### src/rtl/muntjac_ptw_arbiter.sv
// Page-table-walker arbiter: shares one TileLink A/D channel pair between the
// D-side (walker 0) and I-side (walker 1) PTE fetchers. Each walker may have
// one Get outstanding. D beats are routed back by source ID. Beats that match
// no outstanding walker are dropped and flagged on stray_o.
// Optional build macro MUNTJAC_PTW_ARB_RR_EN: round-robin arbitration instead
// of fixed D-side priority.
module muntjac_ptw_arbiter #(
  parameter int unsigned PhysAddrLen = 56,
  parameter int unsigned SourceWidth = 4,
  parameter int unsigned DSourceBase = 2,
  parameter int unsigned ISourceBase = 3
) (
  input  logic                        clk_i,
  input  logic                        rst_i,
  input  logic [1:0]                  req_valid_i,
  output logic [1:0]                  req_ready_o,
  input  logic [1:0][PhysAddrLen-1:0] req_addr_i,
  output logic [1:0]                  resp_valid_o,
  input  logic [1:0]                  resp_ready_i,
  output logic [63:0]                 resp_data_o,
  output logic                        resp_denied_o,
  output logic                        a_valid_o,
  input  logic                        a_ready_i,
  output logic [PhysAddrLen-1:0]      a_address_o,
  output logic [SourceWidth-1:0]      a_source_o,
  input  logic                        d_valid_i,
  output logic                        d_ready_o,
  input  logic [SourceWidth-1:0]      d_source_i,
  input  logic [63:0]                 d_data_i,
  input  logic                        d_denied_i,
  output logic                        stray_o
);

  localparam logic [SourceWidth-1:0] DSrc = SourceWidth'(DSourceBase);
  localparam logic [SourceWidth-1:0] ISrc = SourceWidth'(ISourceBase);

  logic [1:0]             busy;
  logic                   gnt_q;
  logic                   gnt_idx_q;
  logic [PhysAddrLen-1:0] gnt_addr_q;
  logic [1:0]             elig;
  logic                   arb_idx;
  logic                   sel_idx;
  logic                   a_fire;
  logic [1:0]             a_set;
  logic [1:0]             d_hit;
  logic [1:0]             d_clr;

  assign elig = req_valid_i & ~busy;

`ifdef MUNTJAC_PTW_ARB_RR_EN
  // Walker preferred on the next contention; the last winner loses the next tie.
  logic prio_q;

  // Round-robin pick between eligible walkers.
  always_comb begin
    arb_idx = 1'b0;
    if (elig == 2'b11) arb_idx = prio_q;
    else               arb_idx = ~elig[0];
  end

  // Hand priority to the other walker after every A fire.
  always_ff @(posedge clk_i or posedge rst_i) begin
    if (rst_i)       prio_q <= 1'b0;
    else if (a_fire) prio_q <= ~sel_idx;
  end
`else
  // Fixed priority: D-side wins whenever it is eligible.
  always_comb begin
    arb_idx = ~elig[0];
  end
`endif

  // A channel: a latched grant overrides fresh arbitration so the request stays stable.
  always_comb begin
    sel_idx     = gnt_q ? gnt_idx_q : arb_idx;
    a_valid_o   = ~rst_i & (gnt_q | (|elig));
    a_address_o = gnt_q ? gnt_addr_q : req_addr_i[arb_idx];
    a_source_o  = sel_idx ? ISrc : DSrc;
    a_fire      = a_valid_o & a_ready_i;
    a_set       = 2'b00;
    if (a_fire) a_set[sel_idx] = 1'b1;
    req_ready_o = a_set;
  end

  // D channel: route a beat to its walker only while that walker is waiting.
  always_comb begin
    d_hit[0]      = busy[0] & (d_source_i == DSrc);
    d_hit[1]      = busy[1] & (d_source_i == ISrc) & ~d_hit[0];
    resp_valid_o  = {2{d_valid_i & ~rst_i}} & d_hit;
    d_ready_o     = d_hit[0] ? resp_ready_i[0] :
                    d_hit[1] ? resp_ready_i[1] : 1'b1;
    stray_o       = d_valid_i & ~rst_i & ~(|d_hit);
    d_clr         = resp_valid_o & resp_ready_i;
    resp_data_o   = d_data_i;
    resp_denied_o = d_denied_i;
  end

  // Outstanding tracking and grant latch; an A set and a D clear never hit the same walker.
  always_ff @(posedge clk_i or posedge rst_i) begin
    if (rst_i) begin
      busy       <= 2'b00;
      gnt_q      <= 1'b0;
      gnt_idx_q  <= 1'b0;
      gnt_addr_q <= '0;
    end else begin
      busy <= (busy | a_set) & ~d_clr;
      if (a_fire) begin
        gnt_q <= 1'b0;
      end else if (a_valid_o && !gnt_q) begin
        gnt_q      <= 1'b1;
        gnt_idx_q  <= arb_idx;
        gnt_addr_q <= req_addr_i[arb_idx];
      end
    end
  end

endmodule

### config.mk
export PLATFORM = sky130hd
export DESIGN_NAME = muntjac_ptw_arbiter
export DESIGN_NICKNAME = d
export VERILOG_FILES = /design/src/rtl/muntjac_ptw_arbiter.sv
export SDC_FILE = /design/constraint.sdc
export NUM_CORES = 1
export LEC_CHECK = 0
export BUFFER_PORTS_ARGS = -buffer_cell sky130_fd_sc_hd__buf_2
export CORE_AREA = 2 2 124 126
export CTS_CLUSTER_DIAMETER = 50
export DETAILED_ROUTE_END_ITERATION = 8
export DIE_AREA = 0 0 126 128
export GPL_TIMING_DRIVEN = 1
export HOLD_SLACK_MARGIN = 0.15
export MAX_ROUTING_LAYER = met4
export PLACE_DENSITY = 0.64
export SLEW_MARGIN = 20
export SYNTH_ARGS = -nofsm -noshare
export SYNTH_HDL_FRONTEND = slang
export SYNTH_SLANG_ARGS = --single-unit
### constraint.sdc
create_clock -name clk_i -period 2.16 [get_ports clk_i]
set_input_delay 0.216 -clock clk_i [delete_from_list [all_inputs] [get_ports clk_i]]
set_output_delay 0.216 -clock clk_i [all_outputs]
set_load 0.1 [all_outputs]
==> results of run 1 <==
[registers in the layout (all words and copies together) (netlist names)]
name and cells:
busy 2, gnt_addr_q 56, gnt_idx_q 1, gnt_q 1
[worst max-delay path by stage]
stage                     slack (ps)  cells past startpoint     from         endpoint
after detailed placement         150                      4  busy[0]   gnt_addr_q[22]
after global routing             -80                      6  busy[0]  a_address_o[16]
final                            -10                      6  busy[0]   a_address_o[5]
after CTS                       -100                      5  busy[0]  a_address_o[33]
after global placement           210                      4  busy[0]   gnt_addr_q[33]
after floorplan                 -460                      3    rst_i          stray_o
[synth_stat cells]
cell type,n,area (um^2)
buf_2,7,35.03
nor2_1,3,11.26
clkbuf_1,6,22.52
nand2b_1,2,12.51
a31oi_1,4,25.02
nand3_1,1,5.000
nor3_1,1,5.000
and3b_1,1,8.760
dfrtp_1,60,1501
nor2b_1,2,12.51
a32oi_1,1,8.760
buf_6,1,11.26
nor3b_1,1,7.510
nand2_1,3,11.26
buf_4,71,533.0
a2111oi_4,1,27.53
a21oi_1,2,10.01
buf_8,3,45.04
inv_2,1,3.750
o22a_1,1,8.760
nand4_1,1,6.260
conb_1,2,7.510
inv_1,1,3.750
or2_2,1,6.260
nand3b_1,2,15.01
mux2_2,140,1577
mux2_1,30,337.8
and3_1,1,6.260
a21o_1,1,7.510
[metrics by stage]
step | util | instances | setup TNS, ps
finish | 0.4371 | 669 | -35.50
global route | 0.4371 | 669 | -2282
CTS | 0.4197 | 669 | -1895
detailed placement | 0.3897 | 646 | 0
global placement | 0.3897 | 646 | 0
floorplan | - | 352 | -571.7
[metal layers]
metal  global-route usage  up-vias
met5                    -        -
met4              0.06399        0
met3              0.06678       26
met2               0.2679      189
met1               0.1509     1508
li1                     -     1427
[logic make-up (layout without fill, tap and decap cells)]
kind of cell           count (synthesis)  count (layout)
AO/OA/AOI/OAI                         10              10
AND/OR/NAND/NOR                       19              19
other                                  2               3
multiplexers                         170             170
buffers and inverters                 90             219
flip-flops                            60              60
[worst min-delay path: cells and delay by family]
kind | cells | cell delay [ps]
buf+inv | 1 | 110
simple gates | 1 | 80
compound gates | 1 | 60
[cell type report]
class | count | area (um^2) | share of cell area
sequential | 60 | 1501 | 0.2311
tap | 188 | 235.2 | 0.03620
timing repair buffer | 204 | 2027 | 0.3120
clock buffer | 10 | 239.0 | 0.03678
multi-input combinational | 202 | 2444 | 0.3761
clock inverter | 3 | 40.04 | 0.006162
inverter | 2 | 11.26 | 0.001733
[timing repair]
action | 4_1_cts | 5_1_grt
hold endpoints to repair | 2 | 0
pin swaps | 0 | 0
setup buffers | 7 | 1
gates resized for setup | 13 | 75
gates cloned | 1 | 0
endpoints found under the setup margin | 54 | 57
hold buffers | 2 | 0
[power by group]
| group | leakage [nW] | switching [mW] | internal [mW] |
|---|---|---|---|
| sequential | 0.723 | 0.279 | 1.68 |
| combinational | 2.37 | 2.41 | 1.77 |
| clock | 0.140 | 0.489 | 0.898 |
| total | 3.24 | 3.18 | 4.35 |
==> results.rst, run 1 <==
.. list-table::
   :header-rows: 1

   * - Metric
     - Value
   * - Post-DR vias/cell
     - roughly 4.7
   * - Post-Synth Adder-Cell Area
     - 0
   * - GRT Resource Usage Total
     - 0.1540
   * - Compound-gate portion of the synthesized area
     - 0.02050
   * - Number of cells on the worst reg-to-reg path
     - 5
   * - Htree depth
     - 3
   * - Max Used Layer
     - met4
   * - Core Box Area
     - 14860 um^2
   * - Post-synthesis average cell area
     - 12.17 um^2
   * - Syn Inst Count
     - 351
   * - Number of optimization iterations in the first detailed-route pass
     - 4
   * - Register-to-register setup slack
     - 160 ps
   * - Overflow left after global routing
     - 0
   * - Worst Setup End Kind
     - primary output
   * - Die Footprint
     - 16130 um^2
   * - Crit-path max cell delay
     - 380 ps
   * - Root buffer cell
     - clkbuf_16
   * - Worst hold path cell count
     - 3
   * - R2r startpoint
     - busy[0]
   * - Wire length on met1
     - 4496 um
   * - Most frequent standard cell in the layout excluding fill and tap cells
     - buf_2
   * - Required time worst endpoint
     - 1940 ps
   * - Xor and xnor fraction of the mapped netlist area
     - 0
   * - Count of boundary I/O pins
     - roughly 320
   * - Category of the worst setup path launch point
     - flip-flop
   * - Total half-perimeter wirelength after legalization and detailed placement
     - 9359 um
   * - Achievable Freq
     - 460.0 MHz
   * - Worst Skew
     - 5.789 ps
   * - Fin crit share
     - 1.006
   * - Family with the most delay on the worst path
     - multiplexers
   * - Series of cell instances along the critical path
     - nand2b_4, buf_12, buf_8, mux2_4, mux2_4, buf_12
   * - Last weighted congestion value of the routability-driven placer
     - 0.7882
   * - Row count
     - 45
   * - Vias in the first global route
     - 3296
   * - Violations in the final reports
     - setup timing
   * - Worst-skew pair later-pin latency
     - about 340 ps
   * - Headroom to the max-slew limit
     - 0.4567
   * - Reported max-cap violation count
     - 0
   * - Clock buffer depth
     - 2
   * - Largest family of logic cells by synthesized area
     - multiplexers
   * - Class of the tightest hold or removal check
     - input pin to flip-flop
   * - Peak supply drop
     - about 0.00056 V
   * - Cell Area, Synth
     - between 4000 and 5000 um^2
   * - Post-route design area
     - around 6500 um^2
   * - Worst hold-check slack
     - 179.6 ps
   * - Share of the yosys chip area belonging to registers
     - 0.3514
   * - Critical Path Fanout Max
     - 7
   * - Arrival time worst endpoint
     - 1960 ps
   * - Top library cells by usage in the layout, fill and taps aside
     - buf_2 (129), mux2_4 (78), mux2_2 (62)
   * - Starting density of the core
     - 0.2875
   * - Simple-gate area share of the yosys netlist
     - 0.02518
   * - Routed len/inst
     - roughly 19 um
   * - Worst reg2reg path endpoint
     - gnt_addr_q[29]
   * - Antenna violations before repair
     - 0
   * - Mux share of post-synthesis cell area
     - 0.4480
   * - Crit path buf inv count
     - 3
   * - Result of the run
     - finished with violations
   * - Count of port buffers added during placement
     - 187
   * - Routed length on met3
     - 1210 um
   * - Clock-pin slew reported for the worst setup and hold paths after clock tree synthesis
     - 50 ps
   * - P&R area growth vs syn
     - 52.06%
   * - Largest net degree at the start of global routing
     - 61
   * - Count of endpoints failing hold in the final timing report
     - 0
   * - Static Leak
     - 3.236 nW
   * - WS Path Type
     - flip-flop to primary output
   * - # clock sinks
     - 60
   * - Number of fillers in the final layout
     - between 1000 and 1500
   * - DRC violation total after the first TritonRoute iteration
     - 67
   * - Floorplan die width
     - 126 um
   * - Total power draw
     - between 7 and 8 mW
   * - TritonCTS Buffers
     - 9
   * - Final-stage net count
     - 668
   * - Worst setup slack after layout
     - -13.97 ps
   * - Distinct cells, synth
     - 29
   * - Detailed-routed wire length on met2
     - 6750 um
   * - Layout cells sized above 1
     - 0.7609
   * - Post-route ant nets
     - 0
   * - Worst hold path startpoint
     - req_valid_i[1]
   * - Slew at the pin with the worst max-slew slack
     - 814.9 ps
   * - Hold path endpoint
     - busy[1]
   * - Number of failing setup endpoints in the final timing report
     - 9
   * - Antenna Cells
     - 0
   * - Die span in y
     - 128 um
   * - Final slew viol count
     - 0
   * - Global-route wire length before repair
     - 18290 um
   * - Setup repair after global routing missed its margin
     - yes
   * - Total of warnings raised by yosys
     - 0
   * - Worst-case setup slack after placement
     - around 150 ps
   * - Vias post-DR
     - 3150
   * - Min Clock Period, post-route
     - 2174 ps
   * - Power density relative to cell area
     - roughly 1200 nW/um^2
   * - Post-detailed-placement cell area
     - 5793 um^2
   * - Slowest cell on the critical path
     - dfrtp_1
   * - DRC viols
     - 0
   * - Number of register bits inferred by synthesis
     - 60
   * - Total Routed Length
     - 12800 um
   * - TritonCTS clock tree
     - done
Power figures use the tool's default switching activity.
==> inputs of run 2 (changes only) <==
CORE_AREA = 2 2 125 127   (was 2 2 124 126)
DIE_AREA = 0 0 127 129   (was 0 0 126 128)
PLACE_DENSITY = 0.61   (was 0.64)
clock period = 2.28 ns   (was 2.16 ns; I/O delays follow)
==> run 2 against run 1 <==
The run now ends clean. Non-clock buffer count rose by 2. Sequential cell count unchanged. Core utilization shrank 0.42 points. Combinational power down 6.9%. First-iteration DRC count down 3.0%. Global-route usage grew 0.13 points. Die area up 1.6%. Critical endpoint is now a_address_o[43]. Largest cell class unchanged.
==> results.rst, run 2 (synthesized netlist as in run 1, its figures left out) <==
.. list-table::
   :header-rows: 1

   * - Metric
     - Value
   * - Result of the run
     - finished clean (was finished with violations)
   * - Worst-skew pair later-pin latency
     - 330 ps (was 340 ps)
   * - GRT Resource Usage Total
     - 0.1553 (was 0.1540)
   * - WS Path Type
     - flip-flop to primary output (unchanged)
   * - Worst setup slack after layout
     - 63.62 ps (was -13.97 ps)
   * - Count of port buffers added during placement
     - 187 (unchanged)
   * - DRC viols
     - 0 (unchanged)
   * - Worst setup path startpoint
     - busy[0] (unchanged)
   * - Core Box Area
     - 14980 um^2 (was 14860 um^2)
   * - Row count
     - 45 (unchanged)
   * - TritonCTS Buffers
     - 9 (unchanged)
   * - Number of fillers in the final layout
     - 1363 (was 1393)
   * - Layout cells sized above 1
     - 0.7613 (was 0.7609)
   * - # clock sinks
     - 60 (unchanged)
   * - Peak supply drop
     - 0.0005898 V (was 0.0005569 V)
   * - Category of the worst setup path launch point
     - flip-flop (unchanged)
   * - Class of the tightest hold or removal check
     - input pin to flip-flop (unchanged)
   * - Required time worst endpoint
     - 2050 ps (was 1940 ps)
   * - Post-DR vias/cell
     - 4.772 (was 4.709)
   * - Worst-case setup slack after placement
     - 248.1 ps (was 149.0 ps)
   * - Arrival time worst endpoint
     - 1990 ps (was 1960 ps)
   * - Worst hold-check slack
     - 212.1 ps (was 179.6 ps)
   * - R2r startpoint
     - busy[0] (unchanged)
   * - Total Routed Length
     - 13470 um (was 12800 um)
   * - Leading registers by flop count
     - gnt_addr_q: 56 flops, busy: 2 flops (unchanged)
   * - Part of the total power dissipated in combinational logic
     - 0.539 (was 0.556)
   * - Worst Skew
     - 6.246 ps (was 5.789 ps)
   * - Static Leak
     - 3.131 nW (was 3.236 nW)
   * - Post-route ant nets
     - 0 (unchanged)
   * - Routed len/inst
     - 19.95 um (was 19.13 um)
   * - Vias in the first global route
     - 3456 (was 3296)
   * - Final slew viol count
     - 0 (unchanged)
   * - Setup repair after global routing missed its margin
     - yes (unchanged)
   * - Sequential share of power
     - 0.257 (was 0.260)
   * - Fin crit share
     - 0.9721
   * - Top library cells by usage in the layout, fill and taps aside
     - buf_2 (129), mux2_2 (89), buf_12 (61) (was buf_2 (129), mux2_4 (78), mux2_2 (62))
   * - Headroom to the max-slew limit
     - 0.6596 (was 0.4567)
   * - Global-route wire length before repair
     - 18600 um (was 18290 um)
   * - Vias post-DR
     - 3221 (was 3150)
   * - Final-stage net count
     - 671 (was 668)
   * - Clock buffer depth
     - 2 (unchanged)
   * - Number of cells on the worst reg-to-reg path
     - 5 (unchanged)
   * - Hold path endpoint
     - busy[1] (unchanged)
   * - DRC violation total after the first TritonRoute iteration
     - 65 (was 67)
   * - Clock-pin slew reported for the worst setup and hold paths after clock tree synthesis
     - 50 ps (about the same)
   * - Worst reg2reg path endpoint
     - gnt_addr_q[23] (was gnt_addr_q[29])
   * - Switching share of power
     - 0.4212 (was 0.4224)
   * - Htree depth
     - 3 (unchanged)
   * - Number of optimization iterations in the first detailed-route pass
     - 4 (unchanged)
   * - Count of endpoints failing hold in the final timing report
     - 0 (unchanged)
   * - Count of boundary I/O pins
     - 321 (unchanged)
   * - Critical Path Fanout Max
     - 8 (was 7)
   * - Starting density of the core
     - 0.2853 (was 0.2875)
   * - Power density relative to cell area
     - 1116 nW/um^2 (was 1159 nW/um^2)
   * - Clock power share
     - 0.204 (was 0.184)
   * - Most frequent standard cell in the layout excluding fill and tap cells
     - buf_2 (unchanged)
   * - Min Clock Period, post-route
     - about 2200 ps
   * - Die span in y
     - 129 um (was 128 um)
   * - Largest register by flop count
     - gnt_addr_q (unchanged)
   * - Floorplan die width
     - 127 um (was 126 um)
   * - Register-to-register setup slack
     - 190 ps (was 160 ps)
   * - P&R area growth vs syn
     - 51.74% (was 52.06%)
   * - Last weighted congestion value of the routability-driven placer
     - 0.7266 (was 0.7882)
   * - Achievable Freq
     - 451.2 MHz
   * - Worst hold path startpoint
     - req_valid_i[1] (unchanged)
   * - Antenna violations before repair
     - 1 (was 0)
   * - Worst Setup End Kind
     - primary output (unchanged)
   * - Slew at the pin with the worst max-slew slack
     - 514.1 ps (was 814.9 ps)
   * - Overflow left after global routing
     - 0 (unchanged)
   * - Number of flip-flops in the largest register
     - 56 (unchanged)
   * - Reported max-cap violation count
     - 0 (unchanged)
   * - Number of failing setup endpoints in the final timing report
     - 0 (was 9)
   * - Worst hold path cell count
     - 3 (unchanged)
   * - Internal Power
     - 4.189 mW (was 4.351 mW)
   * - Largest net degree at the start of global routing
     - 35 (was 61)
   * - Net Switching
     - 3.049 mW (was 3.183 mW)
   * - Total half-perimeter wirelength after legalization and detailed placement
     - 9820 um (was 9359 um)
   * - Die Footprint
     - 16380 um^2 (was 16130 um^2)
   * - Root buffer cell
     - clkbuf_16 (unchanged)
   * - TritonCTS clock tree
     - done (unchanged)
[run 2: cell count changes in the layout (fill, tap and decap cells not counted), sizes merged]
cell,delta
nand2b,+1
clkinvlp,+1
clkbuf,+2
inv,+1
buf,-1
diode,+1
clkinv,-1
bufinv,+1
dlygate4sd3,+1
[run 2: metal layers]
metal  share of wire  vias up  global-route usage
met1            0.35     1559              0.1532
li1                -     1431                   -
met3            0.11       35             0.06985
met2            0.52      196              0.2609
met4           0.029        0             0.07757
met5               0        -                   -
[run 2: worst max-delay path, stage by stage (launching register included)]
cell	delay (ps)
dfrtp_1	390
nand2b_4	250
buf_6	170
mux2_2	350
mux2_2	310
buf_12	180
[run 2: per-stage QoR]
step | util | power, mW | instances | area [um^2] | TNS [ps]
2_1_floorplan | - | 4.839 | 352 | 4303 | -366.6
3_3_place_gp | 0.3880 | 5.557 | 648 | 5811 | 0
3_5_place_dp | 0.3880 | 5.642 | 648 | 5811 | 0
4_1_cts | 0.4126 | 7.173 | 668 | 6180 | 0
5_1_grt | 0.4329 | 7.550 | 675 | 6484 | -47.65
6_report | 0.4329 | 7.238 | 675 | 6484 | 0
[run 2: worst max-delay path by stage]
| stage | end | slack (ps) | depth (start not counted) |
|---|---|---|---|
| finish | a_address_o[43] | 60 | 5 |
| CTS | a_address_o[15] | 9 | 5 |
| detailed placement | a_address_o[15] | 250 | 5 |
| global placement | a_address_o[16] | 290 | 5 |
| floorplan | stray_o | -370 | 3 |
| global route | a_address_o[43] | -20 | 5 |
[run 2: layout make-up]
cell class	instances	area, um^2	area share
timing repair buffer	206	2058	0.3174
antenna	1	2.502	0.0003860
inverter	2	11.26	0.001737
clock buffer	10	239.0	0.03686
sequential	60	1501	0.2316
multi-input combinational	203	2351	0.3626
tap	188	235.2	0.03628
clock inverter	5	85.08	0.01312
[run 2: timing repair]
item	CTS	global route
setup buffers	2	1
resized for setup	0	53
hold endpoints to repair	28	0
gates cloned	0	5
hold buffers	3	0
endpoints found under the setup margin	41	35
[run 2: power by group through the flow]
stage / registers [mW] / clock network [mW] / logic [mW]
finish: 1.86 / 1.48 / 3.90
global route: 1.93 / 1.58 / 4.05
CTS: 1.84 / 1.53 / 3.80
detailed placement: 1.85 / 0 / 3.79
global placement: 1.82 / 0 / 3.73
floorplan: 1.77 / 0 / 3.07
==> inputs of run 3 (changes only) <==
PLACE_DENSITY = 0.65   (was 0.61)
==> run 3 against run 2 <==
Setup slack improved by 9.0 ps. Worst hold slack got worse by 3.4 ps. Core utilization fell by 1.9 points. Sequential share of layout area rose by 1.0 points. Cell count fell by 0.89%. First-iteration DRC count rose by 55%. Global-route usage fell by 1.1 points. Clock skew fell by 1.7 ps. Via count fell by 1.9%. Clock-buffer cell count rose by 1. Power fell by 3.8%. Non-clock buffer count fell by 5. Highest routed layer unchanged.
==> results.rst, run 3 (synthesized netlist as in run 1, its figures left out) <==
.. list-table::
   :header-rows: 1

   * - Metric
     - Value
   * - Overflow left after global routing
     - 0 (unchanged)
   * - Met3 GRT Util
     - 0.05946 (was 0.06985)
   * - Floorplan die width
     - 127 um (unchanged)
   * - Class of the tightest hold or removal check
     - input pin to flip-flop (unchanged)
   * - Achievable Freq
     - 453.0 MHz (was 451.2 MHz)
   * - GRT Resource Usage Total
     - 0.1447 (was 0.1553)
   * - Worst hold-check slack
     - 208.7 ps (was 212.1 ps)
   * - Die span in y
     - 129 um (unchanged)
   * - Hold path endpoint
     - busy[1] (unchanged)
   * - Top library cells by usage in the layout, fill and taps aside
     - mux2_2 (137), buf_2 (129), buf_12 (62) (was buf_2 (129), mux2_2 (89), buf_12 (61))
   * - Vias post-DR
     - 3160 (was 3221)
   * - Most frequent standard cell in the layout excluding fill and tap cells
     - mux2_2 (was buf_2)
   * - Worst-skew pair later-pin latency
     - 330 ps (about the same)
   * - Category of the worst setup path launch point
     - flip-flop (unchanged)
   * - Worst Skew
     - 4.547 ps (was 6.246 ps)
   * - Worst reg2reg path endpoint
     - gnt_addr_q[9] (was gnt_addr_q[23])
   * - Antenna Cells
     - 0 (was 1)
   * - Row count
     - 45 (unchanged)
   * - Arrival time worst endpoint
     - 1980 ps (was 1990 ps)
   * - Leading registers by flop count
     - gnt_addr_q: 56 flops, busy: 2 flops (unchanged)
   * - Vias in the first global route
     - 3448 (was 3456)
   * - Root buffer cell
     - clkbuf_16 (unchanged)
   * - Total half-perimeter wirelength after legalization and detailed placement
     - 9048 um (was 9820 um)
   * - DRC viols
     - 0 (unchanged)
   * - Count of port buffers added during placement
     - 187 (unchanged)
   * - Worst hold path startpoint
     - req_valid_i[1] (unchanged)
   * - Peak supply drop
     - 0.0008068 V (was 0.0005898 V)
   * - Critical path's most frequent cell
     - mux2_2 (unchanged)
   * - P&R area growth vs syn
     - 45.18% (was 51.74%)
   * - Final core area utilization
     - 0.4142 (was 0.4329)
   * - Layout cells sized above 1
     - 0.7588 (was 0.7613)
   * - R2r startpoint
     - busy[0] (unchanged)
   * - Worst Setup End Kind
     - primary output (unchanged)
   * - Number of flip-flops in the largest register
     - 56 (unchanged)
   * - Reported max-cap violation count
     - 0 (unchanged)
   * - Largest net degree at the start of global routing
     - 57 (was 35)
   * - TritonCTS Buffers
     - 9 (unchanged)
   * - Number of cells on the worst reg-to-reg path
     - 5 (unchanged)
   * - DRC violation total after the first TritonRoute iteration
     - 101 (was 65)
   * - Routed len/inst
     - 17.63 um (was 19.95 um)
   * - Count of endpoints failing hold in the final timing report
     - 0 (unchanged)
   * - Critical Path Fanout Max
     - 14 (was 8)
   * - Largest register by flop count
     - gnt_addr_q (unchanged)
   * - Number of optimization iterations in the first detailed-route pass
     - 4 (unchanged)
   * - Slowest cell on the critical path
     - dfrtp_1 (unchanged)
   * - Last weighted congestion value of the routability-driven placer
     - 0.8793 (was 0.7266)
   * - Dpl cells
     - 646 (was 648)
   * - Htree depth
     - 3 (unchanged)
   * - Register-to-register setup slack
     - 200 ps (was 190 ps)
   * - Antenna violations before repair
     - 0 (was 1)
   * - Count of boundary I/O pins
     - 321 (unchanged)
   * - # clock sinks
     - 60 (unchanged)
   * - Setup repair after global routing missed its margin
     - yes (unchanged)
   * - Post-DR vias/cell
     - 4.723 (was 4.772)
   * - Static Leak
     - 2.838 nW (was 3.131 nW)
   * - Total power draw
     - 6.966 mW (was 7.238 mW)
   * - Final non-filler cell total
     - 669 (was 675)
   * - Series of cell instances along the critical path
     - nand2b_4, clkbuf_16, mux2_2, mux2_2, buf_12 (was nand2b_4, buf_6, mux2_2, mux2_2, buf_12)
   * - Total Routed Length
     - 11790 um (was 13470 um)
   * - Global-route wire length before repair
     - 17800 um (was 18600 um)
   * - Clock buffer depth
     - 2 (unchanged)
   * - Slew at the pin with the worst max-slew slack
     - 515.1 ps (was 514.1 ps)
   * - Post-Route Setup TNS
     - 0 ps (unchanged)
   * - TritonCTS clock tree
     - done (unchanged)
   * - Min Clock Period, post-route
     - 2207 ps (was 2216 ps)
   * - Fin crit share
     - 0.9681 (was 0.9721)
   * - Number of failing setup endpoints in the final timing report
     - 0 (unchanged)
   * - Starting density of the core
     - 0.2853 (unchanged)
   * - Power density relative to cell area
     - 1123 nW/um^2 (was 1116 nW/um^2)
   * - Die Footprint
     - 16380 um^2 (unchanged)
   * - Headroom to the max-slew limit
     - 0.6590 (was 0.6596)
   * - Final-stage net count
     - 665 (was 671)
   * - Clock-pin slew reported for the worst setup and hold paths after clock tree synthesis
     - 50 ps (about the same)
   * - Met1 demand-to-capacity share in global routing
     - 0.1390 (was 0.1532)
   * - Crit-path max cell delay
     - 380 ps (was 390 ps)
   * - Post-route ant nets
     - 0 (unchanged)
   * - Busiest metal layer after global routing
     - met2 (unchanged)
   * - Required time worst endpoint
     - 2050 ps (about the same)
   * - Worst hold path cell count
     - 3 (unchanged)
   * - Core Box Area
     - 14980 um^2 (unchanged)
   * - Result of the run
     - finished clean (unchanged)
   * - Met2 track demand over resource in global routing
     - 0.2634 (was 0.2609)
   * - Final slew viol count
     - 0 (unchanged)
   * - WS Path Type
     - flip-flop to primary output (unchanged)
run 3: worst max-delay path by stage:
stage	from	endpoint	slack (ps)
after floorplan	rst_i	stray_o	-370
after global placement	busy[0]	a_address_o[32]	270
final	busy[0]	a_address_o[4]	70
after global routing	busy[0]	a_address_o[4]	-8
after CTS	busy[0]	a_address_o[36]	30
after detailed placement	busy[0]	a_address_o[7]	200
run 3: critical path: cells and delay by family, from the launching register on:
family	cells	cell delay, ps
buf+inv	2	380
simple gates	1	230
mux	2	650
flops	1	380
run 3: timing repair:
item                       4_1_cts  5_1_grt
hold endpoints to repair         5        0
gates resized for setup          0        4
hold buffers                     3        0
setup buffers                    2        1
cloned                           0        1
setup endpoints to repair       43       29
run 3: stage by stage:
step           cell area [um^2]  worst slack, ps
2_1_floorplan              4303           -366.6
3_3_place_gp               5808            265.8
3_5_place_dp               5808            196.2
4_1_cts                    6156            25.51
5_1_grt                    6203           -7.924
6_report                   6203            72.64
run 3: power by group:
group          internal, mW  total [mW]  leakage [nW]  switching, mW
Combinational          1.52        3.76          1.96           2.23
Sequential             1.59        1.83         0.723          0.240
Clock                 0.897        1.38         0.155          0.482
Total                  4.01        6.97          2.84           2.96
run 3: layer usage:
metal	vias up	routed length, um
li1	1429	-
met1	1523	3952
met2	190	6504
met3	18	1148
met4	0	189
met5	-	0
run 3: layout make-up:
class                      instances  area [um^2]
fill                            1406         8773
multi-input combinational        202         2162
timing repair buffer             201         1991
sequential                        60         1501
clock buffer                      11        252.7
tap                              188        235.2
clock inverter                     5        50.05
inverter                           2        11.26
